--- src/rtl/mux_rr_sched.sv ---
// rtl/mux_rr_sched.sv - ten-source round-robin word scheduler with per-source burst limit
module mux_rr_sched #(
    parameter int BURST = 1
) (
    input  logic       clk,
    input  logic       rst,
    input  logic [9:0] req,
    input  logic [7:0] block_a,
    input  logic [7:0] block_b,
    input  logic [7:0] block_c,
    input  logic [7:0] block_d,
    input  logic [7:0] block_e,
    input  logic [7:0] block_f,
    input  logic [7:0] block_g,
    input  logic [7:0] block_h,
    input  logic [7:0] block_i,
    input  logic [7:0] block_j,
    input  logic       out_ready,
    output logic       out_valid,
    output logic [7:0] block_out,
    output logic [3:0] sel,
    output logic [9:0] grant
);

    typedef enum logic {
        IDLE = 1'b0,
        HOLD = 1'b1
    } state_t;

    state_t     state_q, state_d;
    logic [7:0] data_q, data_d;
    logic [3:0] sel_q, sel_d;
    logic [3:0] ptr_q, ptr_d;
    logic [2:0] cnt_q, cnt_d;
    logic [9:0] grant_q, grant_d;

    logic [7:0] src [10];
    logic       found;
    logic [3:0] win;
    logic [3:0] win_next;
    logic [4:0] idx;
    logic       take_new;

    assign src[0] = block_a;
    assign src[1] = block_b;
    assign src[2] = block_c;
    assign src[3] = block_d;
    assign src[4] = block_e;
    assign src[5] = block_f;
    assign src[6] = block_g;
    assign src[7] = block_h;
    assign src[8] = block_i;
    assign src[9] = block_j;

    // Round-robin pick: first requester at or after ptr, wrapping 9 -> 0
    always_comb begin
        found = 1'b0;
        win   = 4'd0;
        idx   = 5'd0;
        for (int k = 0; k < 10; k++) begin
            idx = 5'(ptr_q) + 5'(k);
            if (idx >= 5'd10) begin
                idx = idx - 5'd10;
            end
            if (!found && req[idx[3:0]]) begin
                found = 1'b1;
                win   = idx[3:0];
            end
        end
        win_next = (win == 4'd9) ? 4'd0 : win + 4'd1;
    end

    // Next-state: burst continuation takes priority, otherwise re-arbitrate on completion
    always_comb begin
        state_d  = state_q;
        data_d   = data_q;
        sel_d    = sel_q;
        ptr_d    = ptr_q;
        cnt_d    = cnt_q;
        grant_d  = '0;
        take_new = 1'b0;
        case (state_q)
            IDLE: begin
                take_new = found;
            end
            HOLD: begin
                if (out_ready) begin
                    if ((int'(cnt_q) + 1 < BURST) && req[sel_q]) begin
                        data_d  = src[sel_q];
                        cnt_d   = cnt_q + 3'd1;
                        grant_d = 10'd1 << sel_q;
                    end else if (found) begin
                        take_new = 1'b1;
                    end else begin
                        state_d = IDLE;
                    end
                end
            end
            default: begin
                state_d = IDLE;
            end
        endcase
        if (take_new) begin
            state_d = HOLD;
            data_d  = src[win];
            sel_d   = win;
            ptr_d   = win_next;
            cnt_d   = 3'd0;
            grant_d = 10'd1 << win;
        end
    end

    // State and registered outputs; reset discards any held word
    always_ff @(posedge clk) begin
        if (rst) begin
            state_q <= IDLE;
            data_q  <= 8'h00;
            sel_q   <= 4'd0;
            ptr_q   <= 4'd0;
            cnt_q   <= 3'd0;
            grant_q <= '0;
        end else begin
            state_q <= state_d;
            data_q  <= data_d;
            sel_q   <= sel_d;
            ptr_q   <= ptr_d;
            cnt_q   <= cnt_d;
            grant_q <= grant_d;
        end
    end

    assign out_valid = (state_q == HOLD);
    assign block_out = data_q;
    assign sel       = sel_q;
    assign grant     = grant_q;

endmodule
--- config.mk ---
export PLATFORM = sky130hd
export DESIGN_NAME = mux_rr_sched
export DESIGN_NICKNAME = d
export VERILOG_FILES = /design/src/rtl/mux_rr_sched.sv
export SDC_FILE = /design/constraint.sdc
export NUM_CORES = 1
export LEC_CHECK = 0
export ABC_AREA = 0
export BUFFER_PORTS_ARGS = -buffer_cell sky130_fd_sc_hd__buf_4
export CAP_MARGIN = 40
export CORE_ASPECT_RATIO = 1.75
export CORE_MARGIN = 2
export CORE_UTILIZATION = 40
export CTS_CLUSTER_DIAMETER = 200
export DETAILED_ROUTE_END_ITERATION = 7
export GPL_TIMING_DRIVEN = 0
export PLACE_DENSITY = 0.63
export SETUP_SLACK_MARGIN = 0.02
export SKIP_CTS_REPAIR_TIMING = 1
export SYNTH_ARGS = -nofsm -noshare
export SYNTH_HDL_FRONTEND = slang
export SYNTH_SLANG_ARGS = --single-unit
--- constraint.sdc ---
create_clock -name clk -period 16.9 [get_ports clk]
set_input_delay 3.38 -clock clk [delete_from_list [all_inputs] [get_ports clk]]
set_output_delay 3.38 -clock clk [all_outputs]
set_load 0.005 [all_outputs]
# Word level (Yosys, flattened, before mapping)
# Cells that the tools add are included.
[word_totals] regBits=30 latchBits=0 mem_bits_rw=0 romBits=0 input_bits=93 out_inout_bits=23 word_cells=158 mem_count=0
[op_classes] n_addsub=22 mul=0 div=0 magnitude_cmp=24 n_eq_ne=1 n_shift=2 mux=75 bitwise=3 n_reduce_logical=25
[op_table] op="$mux 4" count=21
[op_table] op="$bmux 8 s4" count=2
[op_table] op="$mux 8" count=8
[op_table] op="$lt 4x5->1 const B" count=11
[op_table] op="$ge 5x4->1 const B" count=9
[op_table] op="$bmux 1 s4" count=11
[op_table] op="$mux 10" count=4
[op_table] op="$sub 4x4->4 const B" count=10
[op_table] op="$mux 1" count=28
[op_table] op="$add 4x3->5 const B" count=4
[op_table] op="$shl 1x4->10 const A" count=2
[op_table] op="$add 4x2->5 const B" count=2
[op_table] op="$add 4x4->5 const B" count=2
[op_table] op="$ge 5x5->1 const B" count=2
[op_table] op="$logic_and 1x1->1" count=10
[op_table] op="$not 4->5" count=2
[op_table] op="$logic_not 1->1" count=9
[op_table] op="$reduce_and 3->1" count=2
[op_table] op="$reduce_bool 2->1" count=3
[op_table] op="$add 4x1->5 const B" count=1
[op_table] op="$add 3x1->4 const B" count=1
[op_table] op="$add 4x1->4 const B" count=1
[op_table] op="$eq 4x4->1 const B" count=1
[op_table] op="$ge 4x4->1 const B" count=1
[op_table] op="other kinds (5)" count=5

# Depth between registers and ports, before layout
[logic_depth] ltp_word=38 mapped_depth=24 ltp_nobuf=17

# Worst setup path after synthesis
# Ideal clock, no wire load.
[synth_path] path_kind="input port to flip-flop" startpoint="input port req[7]" endpoint="register data_q[1], in the netlist block_out[1]" setup_time_ps=133 t_arrival_ps=6425 setup_slack_ps=10343 cell_stages=15 cell_sequence="mux2_4 or4_1 nand4_1 o221ai_2 or4_1 buf_2 a211oi_2 a22oi_1 a311o_1 buf_6 and2_1 and2_1 buf_2 a21oi_1 a211oi_2"
[synth_via] elab_chain_cells=36 word_cells_on_any_way=74
[synth_lines] item="from (decl)" line_no="7" source="input logic [9:0] req,"
[synth_lines] item="$bmux 1 s4" line_no="65" source="if (!found && req[idx[3:0]]) begin"
[synth_lines] item="$mux 1 (implied by the code)" line_no="65"
[synth_lines] item="$mux 1" line_no="65"
[synth_lines] item="$logic_not 1->1" line_no="65"
[synth_lines] item="$logic_and 1x1->1" line_no="65"
[synth_lines] item="$mux 1" line_no="65"
[synth_lines] item="$logic_not 1->1" line_no="65"
[synth_lines] item="$logic_and 1x1->1" line_no="65"
[synth_lines] item="[20 not listed]"
[synth_lines] item="$logic_and 1x1->1" line_no="65"
[synth_lines] item="$mux 1" line_no="65"
[synth_lines] item="$mux 1" line_no="92" source="end else if (found) begin"
[synth_lines] item="$mux 1" line_no="88" source="if ((int'(cnt_q) + 1 < BURST) && req[sel_q]) begin"
[synth_lines] item="$mux 1" line_no="87" source="if (out_ready) begin"
[synth_lines] item="$pmux 1 s2" line_no="82" source="case (state_q)"
[synth_lines] item="$reduce_bool 2->1 (no line)"
[synth_lines] item="$reduce_and 3->1 (no line)"
[synth_lines] item="to (signal assigned)" line_no="124" source="data_q <= data_d;"
[synth_lines] item="to (decl)" line_no="31" source="logic [7:0] data_q, data_d;"
# Parallel ways exist; a longest one is shown, timed or not. The select of a mux whose other input is x is not followed.
# A chain may end at the register's enable or synchronous reset.

# Final worst setup path
[layout_path] startpoint="input port req[8]" endpoint="register data_q[6], in the netlist block_out[6]"
# The elaborated chain is that of the path after synthesis.

==> qor.csv <==
metric;value;unit
postSynthAreaPerCell;8.20;um2
hold_violations;0;
max_slew_margin;0.304;
worstSkewPairLatency;280;ps
grt_pass1_vias;6726;
num_vias;6410;
report.final.slew_viol_count;0;
clock-sinks;30;
fin_nets;925;
vias_per_cell;6.51;
cp-end-kind;register;
fillers;1402;
dieArea;15100;um2
grtUsageTotal;0.310;
cts_tree;built;
drcViolationCount;0;
timing.setup.tns;0;ps
clk_transition_reported_paths;50;ps
layout_commonest_cell;buf_4;
layout-drive-gt1-share;0.287;
fmax;136;MHz
wl_per_cell;23.9;um
cp-start-kind;input pin;
clock-root-buffer;clkbuf_16;
antennaDiodeCount;0;
period_needed;7330;ps
worst_slack;9570;ps
fp.dieW;93.7;um
start_util;0.407;
cap_violations;0;
setup_viol;0;
fin_skew;7.89;ps
clock_path_buffers;2;
worst_pin_slew;1040;ps
finalCritPeriodShare;0.434;
gp_congestion;1.02;
min_path_type;reg -> reg;
critPathMaxFanout;10;
synth_edf_count;0;
cts_buffers;5;
crit_type;in -> reg;
mostFrequentLayoutCells;116 x buf_4, 62 x nor2_1, 54 x a21oi_1;
die_y;161;um
antenna_found_initial;0;
numPortBuffers;114;
cp.arrival;7480;ps
grt-ovfl-total;0;
ys_warn_count;0;
core_area;13800;um2
synth_seq_area_share;0.107;
syn_area;5630;um2
synthFlopType;dfxtp_1;
grt_pass1_wl;35.9;mm
ys_ff_latch;30;
htree_levels;2;
grt_setup_unrepaired;no;
syn-num-nets;804;
ys_types;94;
drtPass1Iterations;7;
dp_slack;9440;ps
hpwlAfterDp;19.4;mm
outcome;finished, final reports clean;
final_antenna_net_count;0;
drt_iter0_drc;351;
ioPinCount;116;
area_delta_synth_final;21.5;%
syn_inst;686;
crit_required;17050;ps
grt_max_degree;14;
async_flop_share;0;
wl;23.6;mm
rows;57;
==> per-layer routing <==
layer | vias up | GRT usage | part of all wire
met3 | 101 | 0.0455 | 0.062
met2 | 359 | 0.596 | 0.54
met1 | 3053 | 0.278 | 0.32
li1 | 2897 | - | -
met5 | - | 0 | 0
met4 | 0 | 0.238 | 0.079
==> logic make-up after synthesis <==
family,share of synthesized area
XOR/XNOR,0.0247
buffers and inverters,0.0591
adder cells (fa/ha/maj),0.0569
flip-flops,0.107
AND/OR/NAND/NOR,0.207
multiplexers,0.251
AO/OA/AOI/OAI,0.294
==> final timing paths <==
check | startpoint | end | slack (ps) | cells past startpoint
hold / removal | cnt_q[2] | cnt_q[2] | 480 | 1
hold reg to reg | cnt_q[2] | cnt_q[2] | 480 | 1
setup reg to reg | ptr_q[1] | block_out[6] | 9950 | 22
setup / recovery | req[8] | block_out[6] | 9570 | 14
==> state kept, by name, indices dropped and copies added (netlist names) <==
signal,cells
out_valid,1
block_out,8
cnt_q,3
sel,4
grant,10
ptr_q,4
==> cells in the mapped netlist (4+ instances only) <==
master / n / area, um2
o31ai_1: 6 / 45.0
or4_1: 4 / 30.0
buf_6: 6 / 67.6
a22oi_1: 18 / 135
o211ai_1: 18 / 135
nand3_1: 10 / 50.1
a211oi_1: 14 / 105
o21ai_1: 4 / 20.0
nor2b_1: 14 / 87.6
dfxtp_1: 30 / 601
inv_1: 19 / 71.3
o21ai_0: 25 / 125
o21a_1: 5 / 37.5
a31oi_1: 8 / 50.1
a21oi_1: 54 / 270
nor2_1: 62 / 233
clkbuf_1: 19 / 71.3
or2_2: 4 / 25.0
ha_1: 24 / 300
nor4_1: 4 / 25.0
and2_1: 9 / 56.3
nand2_1: 51 / 191
buf_2: 13 / 65.1
mux2i_1: 46 / 460
a211oi_2: 5 / 62.6
a2bb2oi_1: 4 / 35.0
mux4_2: 28 / 631
nor3_1: 12 / 60.1
a21o_1: 6 / 45.0
or3_1: 6 / 37.5
nand4_1: 4 / 25.0
a211o_1: 6 / 52.6
mux2_2: 21 / 236
nand2b_1: 15 / 93.8
xnor2_1: 7 / 61.3
and3_1: 5 / 31.3
==> critical path, cell delays in order <==
cell      delay, ps
buf_4           120
mux2i_1         680
a211oi_1        260
or2_1           370
or4_1           420
buf_2           190
nor3_1          280
nand4b_1        130
o21ai_1         570
inv_1           340
and2_1          240
buf_2           180
a31oi_1         200
o211ai_1        100
==> through the flow <==
step | instance area (um2) | utilization | std cells | hold WS [ps]
global route | 6840 | 0.494 | 984 | 487
global placement | 6710 | 0.485 | 977 | 458
CTS | 6840 | 0.494 | 984 | 479
floorplan | 5630 | - | 686 | 429
detailed placement | 6710 | 0.485 | 977 | 467
finish | 6840 | 0.494 | 984 | 475
==> cell type report <==
cell class	instances	area [um2]	area share
Tap cell	177	221	0.0324
Multi-Input combinational cell	590	4690	0.686
Clock inverter	2	10.0	0.00146
Clock buffer	5	125	0.0183
Inverter	23	86.3	0.0126
Timing Repair Buffer	114	856	0.125
Buffer	43	246	0.0360
Sequential cell	30	601	0.0878
Power is not shown: default switching activity piles up to over one toggle a cycle in this logic, so the estimate is an artifact.
